===== src/rtl/seq_player.sv =====
// seq_player: plays the stored Genius sequence on the LEDs.
// Steps the sequence ROM address from 0 up to the latched level. Each colour
// is lit for ON_CYCLES, followed by OFF_CYCLES of darkness. A one-cycle done
// pulse then hands control to the player-input stage.
module seq_player #(
  parameter int ON_CYCLES  = 25000000,
  parameter int OFF_CYCLES = 12500000,
  parameter int CNT_W      = 25
) (
  input  logic       clk,
  input  logic       rst_n,
  input  logic       start,
  input  logic       abort,
  input  logic [3:0] level,
  input  logic [3:0] rom_data,
  output logic [3:0] rom_addr,
  output logic [3:0] led,
  output logic       busy,
  output logic       done
);

  typedef enum logic [1:0] {
    ST_IDLE = 2'd0,
    ST_ON   = 2'd1,
    ST_OFF  = 2'd2,
    ST_DONE = 2'd3
  } state_t;

  localparam logic [CNT_W-1:0] ON_LAST  = CNT_W'(ON_CYCLES - 1);
  localparam logic [CNT_W-1:0] OFF_LAST = CNT_W'(OFF_CYCLES - 1);
  localparam logic [CNT_W-1:0] CNT_ONE  = CNT_W'(1);

  state_t           state_q, state_d;
  logic [3:0]       step_q, step_d;
  logic [3:0]       last_q, last_d;
  logic [CNT_W-1:0] cnt_q, cnt_d;

  // State, step, latched level and timer registers.
  always_ff @(posedge clk or negedge rst_n) begin
    if (!rst_n) begin
      state_q <= ST_IDLE;
      step_q  <= 4'd0;
      last_q  <= 4'd0;
      cnt_q   <= '0;
    end else begin
      state_q <= state_d;
      step_q  <= step_d;
      last_q  <= last_d;
      cnt_q   <= cnt_d;
    end
  end

  // Next-state logic: start latches the level, abort beats timer expiry.
  always_comb begin
    state_d = state_q;
    step_d  = step_q;
    last_d  = last_q;
    cnt_d   = cnt_q;
    unique case (state_q)
      ST_IDLE: begin
        if (start) begin
          last_d  = level;
          step_d  = 4'd0;
          cnt_d   = '0;
          state_d = ST_ON;
        end
      end
      ST_ON: begin
        if (abort) begin
          state_d = ST_IDLE;
          step_d  = 4'd0;
          cnt_d   = '0;
        end else if (cnt_q == ON_LAST) begin
          cnt_d   = '0;
          state_d = ST_OFF;
        end else begin
          cnt_d = cnt_q + CNT_ONE;
        end
      end
      ST_OFF: begin
        if (abort) begin
          state_d = ST_IDLE;
          step_d  = 4'd0;
          cnt_d   = '0;
        end else if (cnt_q == OFF_LAST) begin
          cnt_d = '0;
          if (step_q == last_q) begin
            state_d = ST_DONE;
          end else begin
            step_d  = step_q + 4'd1;
            state_d = ST_ON;
          end
        end else begin
          cnt_d = cnt_q + CNT_ONE;
        end
      end
      ST_DONE: begin
        state_d = ST_IDLE;
        step_d  = 4'd0;
        cnt_d   = '0;
      end
      default: begin
        state_d = ST_IDLE;
        step_d  = 4'd0;
        cnt_d   = '0;
      end
    endcase
  end

  // Outputs decode directly from the registered state so reset clears them at once.
  always_comb begin
    rom_addr = step_q;
    led      = (state_q == ST_ON) ? rom_data : 4'b0000;
    busy     = (state_q != ST_IDLE);
    done     = (state_q == ST_DONE);
  end

endmodule


===== config.mk =====
export PLATFORM = sky130hd
export DESIGN_NAME = seq_player
export DESIGN_NICKNAME = d
export VERILOG_FILES = /design/src/rtl/seq_player.sv
export SDC_FILE = /design/constraint.sdc
export NUM_CORES = 1
export LEC_CHECK = 0
export CAP_MARGIN = 0
export CELL_PAD_IN_SITES_DETAIL_PLACEMENT = 0
export CELL_PAD_IN_SITES_GLOBAL_PLACEMENT = 2
export CORE_MARGIN = 10
export CORE_UTILIZATION = 38
export CTS_CLUSTER_SIZE = 16
export DETAILED_ROUTE_END_ITERATION = 10
export PLACE_DENSITY = 0.92
export SYNTH_ARGS = -nofsm -noshare
export SYNTH_HDL_FRONTEND = slang
export SYNTH_SLANG_ARGS = --single-unit

===== constraint.sdc =====
create_clock -name clk -period 3.4 [get_ports clk]
set_clock_uncertainty 0.05 [all_clocks]
set_input_delay 0.51 -clock clk [delete_from_list [all_inputs] [get_ports clk]]
set_output_delay 0.51 -clock clk [all_outputs]
set_load 0.01 [all_outputs]

==> results of run 1 <==
==> synthesized netlist by cell type, types with 3 or more instances <==
master    instances
a21oi_1           4
o21ai_0           7
mux2_2            6
a22o_1           18
nand2_1          20
nand3_1          14
ha_1              7
a21o_1           19
nand4_1           8
and3_1            3
clkbuf_1          4
dfrtp_1          35
xor2_1            3
and2_1           13
inv_1             7
nor2_1           26
o31ai_1           4
==> area by class of cell <==
cell class	instances	area, um2
Clock buffer	7	76.3
Clock inverter	1	5.00
Fill cell	533	2960
Inverter	7	26.3
Multi-Input combinational cell	183	1240
Sequential cell	35	876
Tap cell	72	90.1
Timing Repair Buffer	24	233
==> worst min-delay path: cells and delay by family, from the launching register on <==
family | cells | cell delay (ns)
AO/OA/AOI/OAI | 1 | 0.06
flip-flops | 1 | 0.38
AND/OR/NAND/NOR | 1 | 0.06
==> state kept, by name, summed over array words and instances (netlist names) <==
signal / count
cnt_q: 25
last_q: 4
rom_addr: 4
state_q: 2
==> report_power, final <==
part           leakage [nW]  internal (mW)  switching [mW]
sequential            0.477          0.457          0.0352
clock                0.0422          0.144           0.153
combinational         0.697          0.261           0.305
total                  1.22          0.861           0.493
==> metrics by stage <==
stage	power [mW]	util	std cells	cell area, um2	setup WS, ns
floorplan	0.887	-	231	2160	1.09
global placement	1.06	0.447	321	2460	0.773
detailed placement	1.07	0.447	321	2460	0.719
CTS	1.37	0.462	329	2540	0.779
global route	1.46	0.462	329	2540	0.564
finish	1.35	0.462	329	2540	0.847
==> kinds of logic (layout without fill, tap and decap cells) <==
| kind of cell | Yosys count | in the layout | share of synthesized area |
|---|---|---|---|
| muxes | 7 | 7 | 0.0360 |
| adders and majority gates | 7 | 7 | 0.0406 |
| and+or+nand+nor | 101 | 101 | 0.250 |
| buffers and inverters | 13 | 39 | 0.0238 |
| DFF | 35 | 35 | 0.406 |
| AOI/OAI and AO/OA | 63 | 63 | 0.223 |
| xor gates and xnor gates | 5 | 5 | 0.0203 |
==> layer usage <==
| metal | GRT usage | routed length [um] | part of all wire | vias up |
|---|---|---|---|---|
| met2 | 0.197 | 2400 | 0.45 | 27 |
| met1 | 0.161 | 2520 | 0.48 | 878 |
| met5 | 0 | 0 | 0 | - |
| met4 | 0.0411 | 72 | 0.014 | 0 |
| li1 | - | - | - | 903 |
| met3 | 0.0330 | 276 | 0.052 | 6 |
==> path summary, 6_finish.rpt <==
kind	from	to	depth (start not counted)
hold / removal	cnt_q[1]$_DFFE_PN0P_	cnt_q[1]$_DFFE_PN0P_	2
setup reg to reg	cnt_q[0]$_DFFE_PN0P_	cnt_q[8]$_DFFE_PN0P_	7
max in group asynchronous	rst_n	cnt_q[4]$_DFFE_PN0P_	2
hold reg to reg	cnt_q[1]$_DFFE_PN0P_	cnt_q[1]$_DFFE_PN0P_	2
min in group asynchronous	rst_n	rom_addr[2]$_DFFE_PN0P_	2
setup / recovery	cnt_q[0]$_DFFE_PN0P_	cnt_q[8]$_DFFE_PN0P_	7
==> flow_summary.toml, run 1 <==
[status]
status = "finished clean"

[synth]
ys_ff_latch = 35
synth_cells = 231
synth-seq-area-share = 0.406
async_flop_share = 1.00
yosysUniqueCellTypes = 43
syn_nets = 250
yosys_warnings = 0
synth_edf_count = 0
yosysTopAreaCell = "dfrtp_1"
ys.flop_type = "dfrtp_1"
yosysTopAreaCellShare = 0.406
avgSynthCellArea_um2 = 9.34
syn_area_um2 = 2160
synth_area_leaders = "dfrtp_1, a22o_1, a21o_1, nor2_1, ha_1"

[cts]
ctsHoldBuffers = 0
cts-buffers-inserted = 5
clockBufferDepth = 2
cts_max_level = 2
cts_root_buffer = "clkbuf_8"
postCtsSetupBuffers = 0
clkTransAtPathRegs_ns = 0.07
cts_num_sinks = 35
cts_tree = "done"
cts_resized = 0
worstSkewPairLatency_ns = 0.29

[grt]
grt_pass1_vias = 1762
grt_pass1_wl_um = 9070
grtUsageTotal = 0.125
antenna_found_initial = 0
grt-ovfl-total = 0
grt_max_degree = 36

[routing]
wl_per_cell_um = 16.0
drtAntennaViolNets = 0
drc_errors = 0
via_per_inst = 5.51
initialDrtViolationCount = 102
dr_total_vias = 1814
routed_wl_um = 5270
dr.pass1.iters = 4

[die]
die_x_um = 95.3
die-area_um2 = 9090
core_area_um2 = 5510
dieHeight_um = 95.3
rows = 27
initial_utilization = 0.392
ios = 22

[critical_path]
path_cells = "ha_1 -> and4_1 -> nand4b_1 -> o31ai_1 -> a21oi_2 -> and2_1 -> a22o_2"
worst_setup_path_start_kind = "flop"
path_delay_family = "simple AND/OR/NAND/NOR gates"
crit_required_ns = 3.53
cp_max_fo = 18
crit_arrival_ns = 2.68
crit_buf_inv = 0
critical-path-slowest-cell = "o31ai_1"
cp-end-kind = "flop"
criticalPathCategory = "flop to flop"
r2r_slack_ns = 0.85
max_stage_delay_ns = 0.43

[layout]
nets = 275
layout_commonest_cell = "dfrtp_1"
diodes = 0
final_cell_mix = "dfrtp_1, nor2_1, clkdlybuf4s50_1, nand2_1, a21o_1"
drive_above_1_share = 0.0856
areaGrowthSynthToFinish_pct = 17.9

[power_and_ir_drop]
powerDensity_nw_per_um2 = 533
vdd_drop_max_mv = 0.255
p_leak_nw = 1.22

[timing]
min_period_ns = 2.55
holdWs_ns = 0.478
slew_viol_final = 0
final_hold_viol_count = 0
rsz0062_at_grt = "no"
fin_setup_tns_ns = 0
max_freq_ghz = 0.392
timing.final.crit_share = 0.751
setup_viol = 0
tightest_slew_ns = 0.739
maxSlewHeadroom = 0.507

[place]
io_buffers = 21
dp_hpwl_um = 3750
globalplace.congestion = 0.807

[job]
cap_violations = 0

[hold_path]
hp-class = "flop to flop"
No activity file was read; power rests on OpenSTA's default activity.
==> run 2: changes to the inputs <==
--- a/config.mk
+++ b/config.mk
@@ -9,10 +9,10 @@
 export CELL_PAD_IN_SITES_DETAIL_PLACEMENT = 0
 export CELL_PAD_IN_SITES_GLOBAL_PLACEMENT = 2
 export CORE_MARGIN = 10
-export CORE_UTILIZATION = 38
+export CORE_UTILIZATION = 32
 export CTS_CLUSTER_SIZE = 16
 export DETAILED_ROUTE_END_ITERATION = 10
-export PLACE_DENSITY = 0.92
+export PLACE_DENSITY = 0.83
 export SYNTH_ARGS = -nofsm -noshare
 export SYNTH_HDL_FRONTEND = slang
 export SYNTH_SLANG_ARGS = --single-unit
==> constraint.sdc (replaced) <==
create_clock -name clk -period 2.27 [get_ports clk]
set_clock_uncertainty 0.05 [all_clocks]
set_input_delay 0.3405 -clock clk [delete_from_list [all_inputs] [get_ports clk]]
set_output_delay 0.3405 -clock clk [all_outputs]
set_load 0.01 [all_outputs]
==> flow_summary.toml, run 2 (synthesized netlist as in run 1, its figures left out) <==
[power_and_ir_drop]
p_leak_nw = 1.37
vdd_drop_max_mv = 0.272
powerDensity_nw_per_um2 = 784

[timing]
tightest_slew_ns = 0.796
timing.final.crit_share = 0.986
max_freq_ghz = 0.447
setup_viol = 0
final_hold_viol_count = 0
maxSlewHeadroom = 0.469
setup_ws_ns = 0.0323
slew_viol_final = 0
rsz0062_at_grt = "yes"
min_period_ns = 2.24
holdWs_ns = 0.0888
fin_setup_tns_ns = 0

[routing]
initialDrtViolationCount = 72
dr.pass1.iters = 4
wl_per_cell_um = 15.8
drtAntennaViolNets = 0
via_per_inst = 5.35
dr_total_vias = 1927
routed_wl_um = 5700
drc_errors = 0

[critical_path]
crit_required_ns = 2.43
worst_setup_path_start_kind = "flop"
setup.worst_path.start = "cnt_q[1]$_DFFE_PN0P_"
cp_max_fo = 4
cp-end-kind = "flop"
crit_arrival_ns = 2.40
reg2reg_from = "cnt_q[1]$_DFFE_PN0P_"
criticalPathCategory = "flop to flop"

[die]
die-area_um2 = 10400
rows = 29
initial_utilization = 0.334
dieHeight_um = 102
ios = 22
die_x_um = 102
core_area_um2 = 6460

[grt]
grtUsageTotal = 0.113
grtUsageMet2 = 0.180
grt-ovfl-total = 0
grt_pass1_vias = 1952
grtUsageMet1 = 0.150
antenna_found_initial = 0
grt_pass1_wl_um = 9570
grt.busiest_layer = "met2"
grt_max_degree = 36
grt_util_met3 = 0.0297

[place]
dp_hpwl_um = 4150
globalplace.congestion = 0.766
io_buffers = 21
place_inst = 350
pre_cts_ws_ns = 0.00926

[cts]
worstSkewPairLatency_ns = 0.29
ctsHoldBuffers = 0
cts_max_level = 2
cts_num_sinks = 35
cts-buffers-inserted = 5
clockBufferDepth = 2
cts_root_buffer = "clkbuf_8"
clkTransAtPathRegs_ns = 0.07
cts_tree = "done"

[layout]
layout_commonest_cell = "dfrtp_1"
nets = 301
diodes = 0
drive_above_1_share = 0.194
areaGrowthSynthToFinish_pct = 30.1
largest_reg_flops = 25
regMostFlops = "cnt_q"
fin_util = 0.435
final_cell_mix = "dfrtp_1, buf_4, nor2_1, nand2_1, clkdlybuf4s50_1"
final_cells = 360

[status]
status = "finished clean"

[job]
cap_violations = 0

[hold_path]
hp-class = "input port to asynchronous set/reset pin"
## run 2: per-stage QoR
stage / total power [mW] / cell area [um2]
after detailed placement: 1.71 / 2670
after floorplan: 1.34 / 2170
after global routing: 2.36 / 2810
after global placement: 1.69 / 2670
final: 2.20 / 2810
after CTS: 2.22 / 2770
## run 2: critical path, stage by stage (launching register included)
cell and delay (ns):
dfrtp_1 0.39, ha_4 0.16, and4_4 0.23, nand4b_1 0.14, or3_4 0.42, a21o_1 0.17, or4_1 0.47, a21boi_1 0.13
## run 2: final cells by class
type,count,area (um2)
clock buffer,8,100
sequential,35,876
inverter,7,26.3
timing repair buffer,50,435
multi-input combinational,183,1270
fill,665,3650
tap,77,96.3
## run 2: metal layers
layer  part of all wire  vias up
met5                  0        -
met4             0.0081        0
met3              0.057        6
met2               0.43       42
met1               0.50      927
li1                   -      952
## run 2: report_power, final
group / switching [mW] / total, mW / internal (mW)
Clock: 0.222 / 0.499 / 0.277
Sequential: 0.0526 / 0.737 / 0.684
Combinational: 0.493 / 0.965 / 0.472
## run 2: worst paths after layout
kind / endpoint / slack (ns) / cells past startpoint
max reg2reg: rom_addr[3]$_DFFE_PN0P_ / 0.03 / 7
min in group clk: cnt_q[21]$_DFFE_PN0P_ / 0.48 / 1
min reg2reg: cnt_q[21]$_DFFE_PN0P_ / 0.48 / 1
max: rom_addr[3]$_DFFE_PN0P_ / 0.03 / 7
min: cnt_q[11]$_DFFE_PN0P_ / 0.09 / 1
max in group asynchronous: cnt_q[5]$_DFFE_PN0P_ / 1.59 / 1
## run 2: timing repair
item / CTS / global route
setup buffers: 0 / 2
pin swaps: 0 / 8
resized for setup: 3 / 4
endpoints found under the setup margin: 5 / 10
hold endpoints to repair: 0 / 0
==> run 3: changes to the inputs <==
--- a/config.mk
+++ b/config.mk
@@ -9,10 +9,10 @@
 export CELL_PAD_IN_SITES_DETAIL_PLACEMENT = 0
 export CELL_PAD_IN_SITES_GLOBAL_PLACEMENT = 2
 export CORE_MARGIN = 10
-export CORE_UTILIZATION = 32
+export CORE_UTILIZATION = 38
 export CTS_CLUSTER_SIZE = 16
 export DETAILED_ROUTE_END_ITERATION = 10
-export PLACE_DENSITY = 0.83
+export PLACE_DENSITY = 0.92
 export SYNTH_ARGS = -nofsm -noshare
 export SYNTH_HDL_FRONTEND = slang
 export SYNTH_SLANG_ARGS = --single-unit
==> constraint.sdc (replaced) <==
create_clock -name clk -period 2.6 [get_ports clk]
set_clock_uncertainty 0.05 [all_clocks]
set_input_delay 0.39 -clock clk [delete_from_list [all_inputs] [get_ports clk]]
set_output_delay 0.39 -clock clk [all_outputs]
set_load 0.01 [all_outputs]
==> flow_summary.toml, run 3 (synthesized netlist as in run 1, its figures left out) <==
[status]
status = "finished clean"

[layout]
layout_commonest_cell = "dfrtp_1"
regMostFlops = "cnt_q"
largest_reg_flops = 25
diodes = 0
areaGrowthSynthToFinish_pct = 20.4
nets = 279
drive_above_1_share = 0.115
final.fill_count = 519
final_cell_mix = "dfrtp_1, nor2_1, clkdlybuf4s50_1, nand2_1, a21o_1"

[routing]
dr.pass1.iters = 4
wl_per_cell_um = 15.7
dr_total_vias = 1819
routed_wl_um = 5230
via_per_inst = 5.46
drc_errors = 0
initialDrtViolationCount = 96
drtAntennaViolNets = 0

[hold_path]
hp-class = "input port to asynchronous set/reset pin"

[job]
cap_violations = 0

[cts]
postCtsSetupBuffers = 0
cts_root_buffer = "clkbuf_8"
clkTransAtPathRegs_ns = 0.08
clockBufferDepth = 2
worstSkewPairLatency_ns = 0.29
cts_tree = "done"
cts_num_sinks = 35
cts_max_level = 2
cts-buffers-inserted = 5
ctsHoldBuffers = 0

[critical_path]
r2r_slack_ns = 0.17
criticalPathCategory = "flop to flop"
worst_setup_path_start_kind = "flop"
reg2reg_depth = 7
cp_max_fo = 5
crit_arrival_ns = 2.60
crit_required_ns = 2.77
cp-end-kind = "flop"

[timing]
slew_viol_final = 0
timing.final.crit_share = 0.933
final_hold_viol_count = 0
tightest_slew_ns = 0.470
rsz0062_at_grt = "no"
fin_setup_tns_ns = 0
setup_viol = 0
min_period_ns = 2.43
max_freq_ghz = 0.412
maxSlewHeadroom = 0.686

[power_and_ir_drop]
p_sw_frac = 0.362
power_frac_seq = 0.355
p_leak_nw = 1.24
p_sw_uw = 655
powerDensity_nw_per_um2 = 697
p_int_mw = 1.15
p_comb_frac = 0.423
p_clk_frac = 0.222
power.total_mw = 1.81
vdd_drop_max_mv = 0.293

[die]
ios = 22
die_x_um = 95.3
core_area_um2 = 5510
initial_utilization = 0.392
die-area_um2 = 9090
rows = 27
dieHeight_um = 95.3

[grt]
antenna_found_initial = 0
grtUsageTotal = 0.119
grt_pass1_vias = 1772
grt_max_degree = 36
grt_pass1_wl_um = 8740
grt-ovfl-total = 0

[place]
globalplace.congestion = 0.842
io_buffers = 21
dp_hpwl_um = 3780
run 3: power by group through the flow:
stage | logic (mW) | clock network (mW) | registers (mW)
detailed placement | 0.773 | 0 | 0.655
global placement | 0.764 | 0 | 0.652
finish | 0.765 | 0.402 | 0.642
CTS | 0.776 | 0.415 | 0.644
floorplan | 0.516 | 0 | 0.644
global route | 0.843 | 0.443 | 0.651
run 3: cell type report:
cell class / count / area (um2) / area share
multi-input combinational: 183 / 1240 / 0.478
sequential: 35 / 876 / 0.337
timing repair buffer: 28 / 275 / 0.106
tap: 72 / 90.1 / 0.0347
clock buffer: 5 / 68.8 / 0.0265
inverter: 7 / 26.3 / 0.0101
clock inverter: 3 / 20.0 / 0.00771
run 3: path summary, 6_finish.rpt:
kind                                                end                   from
min in group clk                  cnt_q[15]$_DFFE_PN0P_  cnt_q[15]$_DFFE_PN0P_
worst max-delay path            rom_addr[3]$_DFFE_PN0P_   cnt_q[0]$_DFFE_PN0P_
worst min register to register    cnt_q[15]$_DFFE_PN0P_  cnt_q[15]$_DFFE_PN0P_
worst max register to register  rom_addr[3]$_DFFE_PN0P_   cnt_q[0]$_DFFE_PN0P_
worst min-delay path            rom_addr[2]$_DFFE_PN0P_                  rst_n
max in group asynchronous         cnt_q[18]$_DFFE_PN0P_                  rst_n
run 3: timing repair:
action / in CTS / in global routing
endpoints found under the hold margin: 0 / 0
setup endpoints to repair: 0 / 1
gates resized for setup: 0 / 2
run 3: critical path, stage by stage, from the launching register on:
cell,delay (ns)
dfrtp_1,0.40
ha_2,0.22
and4_2,0.29
nand4b_1,0.13
or3_4,0.37
a21o_1,0.24
or4_1,0.50
a21boi_1,0.15
run 3: through the flow:
stage	instance area, um2	utilization	hold WS, ns	instances	worst slack [ns]
final	2600	0.471	0.460	333	0.174
after detailed placement	2500	0.455	0.468	325	0.153
after CTS	2590	0.471	0.476	333	0.145
after global placement	2500	0.455	0.462	325	0.230
after global routing	2600	0.471	0.503	333	0.0222
after floorplan	2160	-	0.0444	231	0.293
run 3: routing by layer:
| layer | vias to the layer above | global-route usage | routed length, um |
|---|---|---|---|
| met1 | 878 | 0.150 | 2580 |
| met5 | - | 0 | 0 |
| met4 | 0 | 0.0411 | 59 |
| met3 | 4 | 0.0314 | 248 |
| li1 | 910 | - | - |
| met2 | 27 | 0.194 | 2340 |
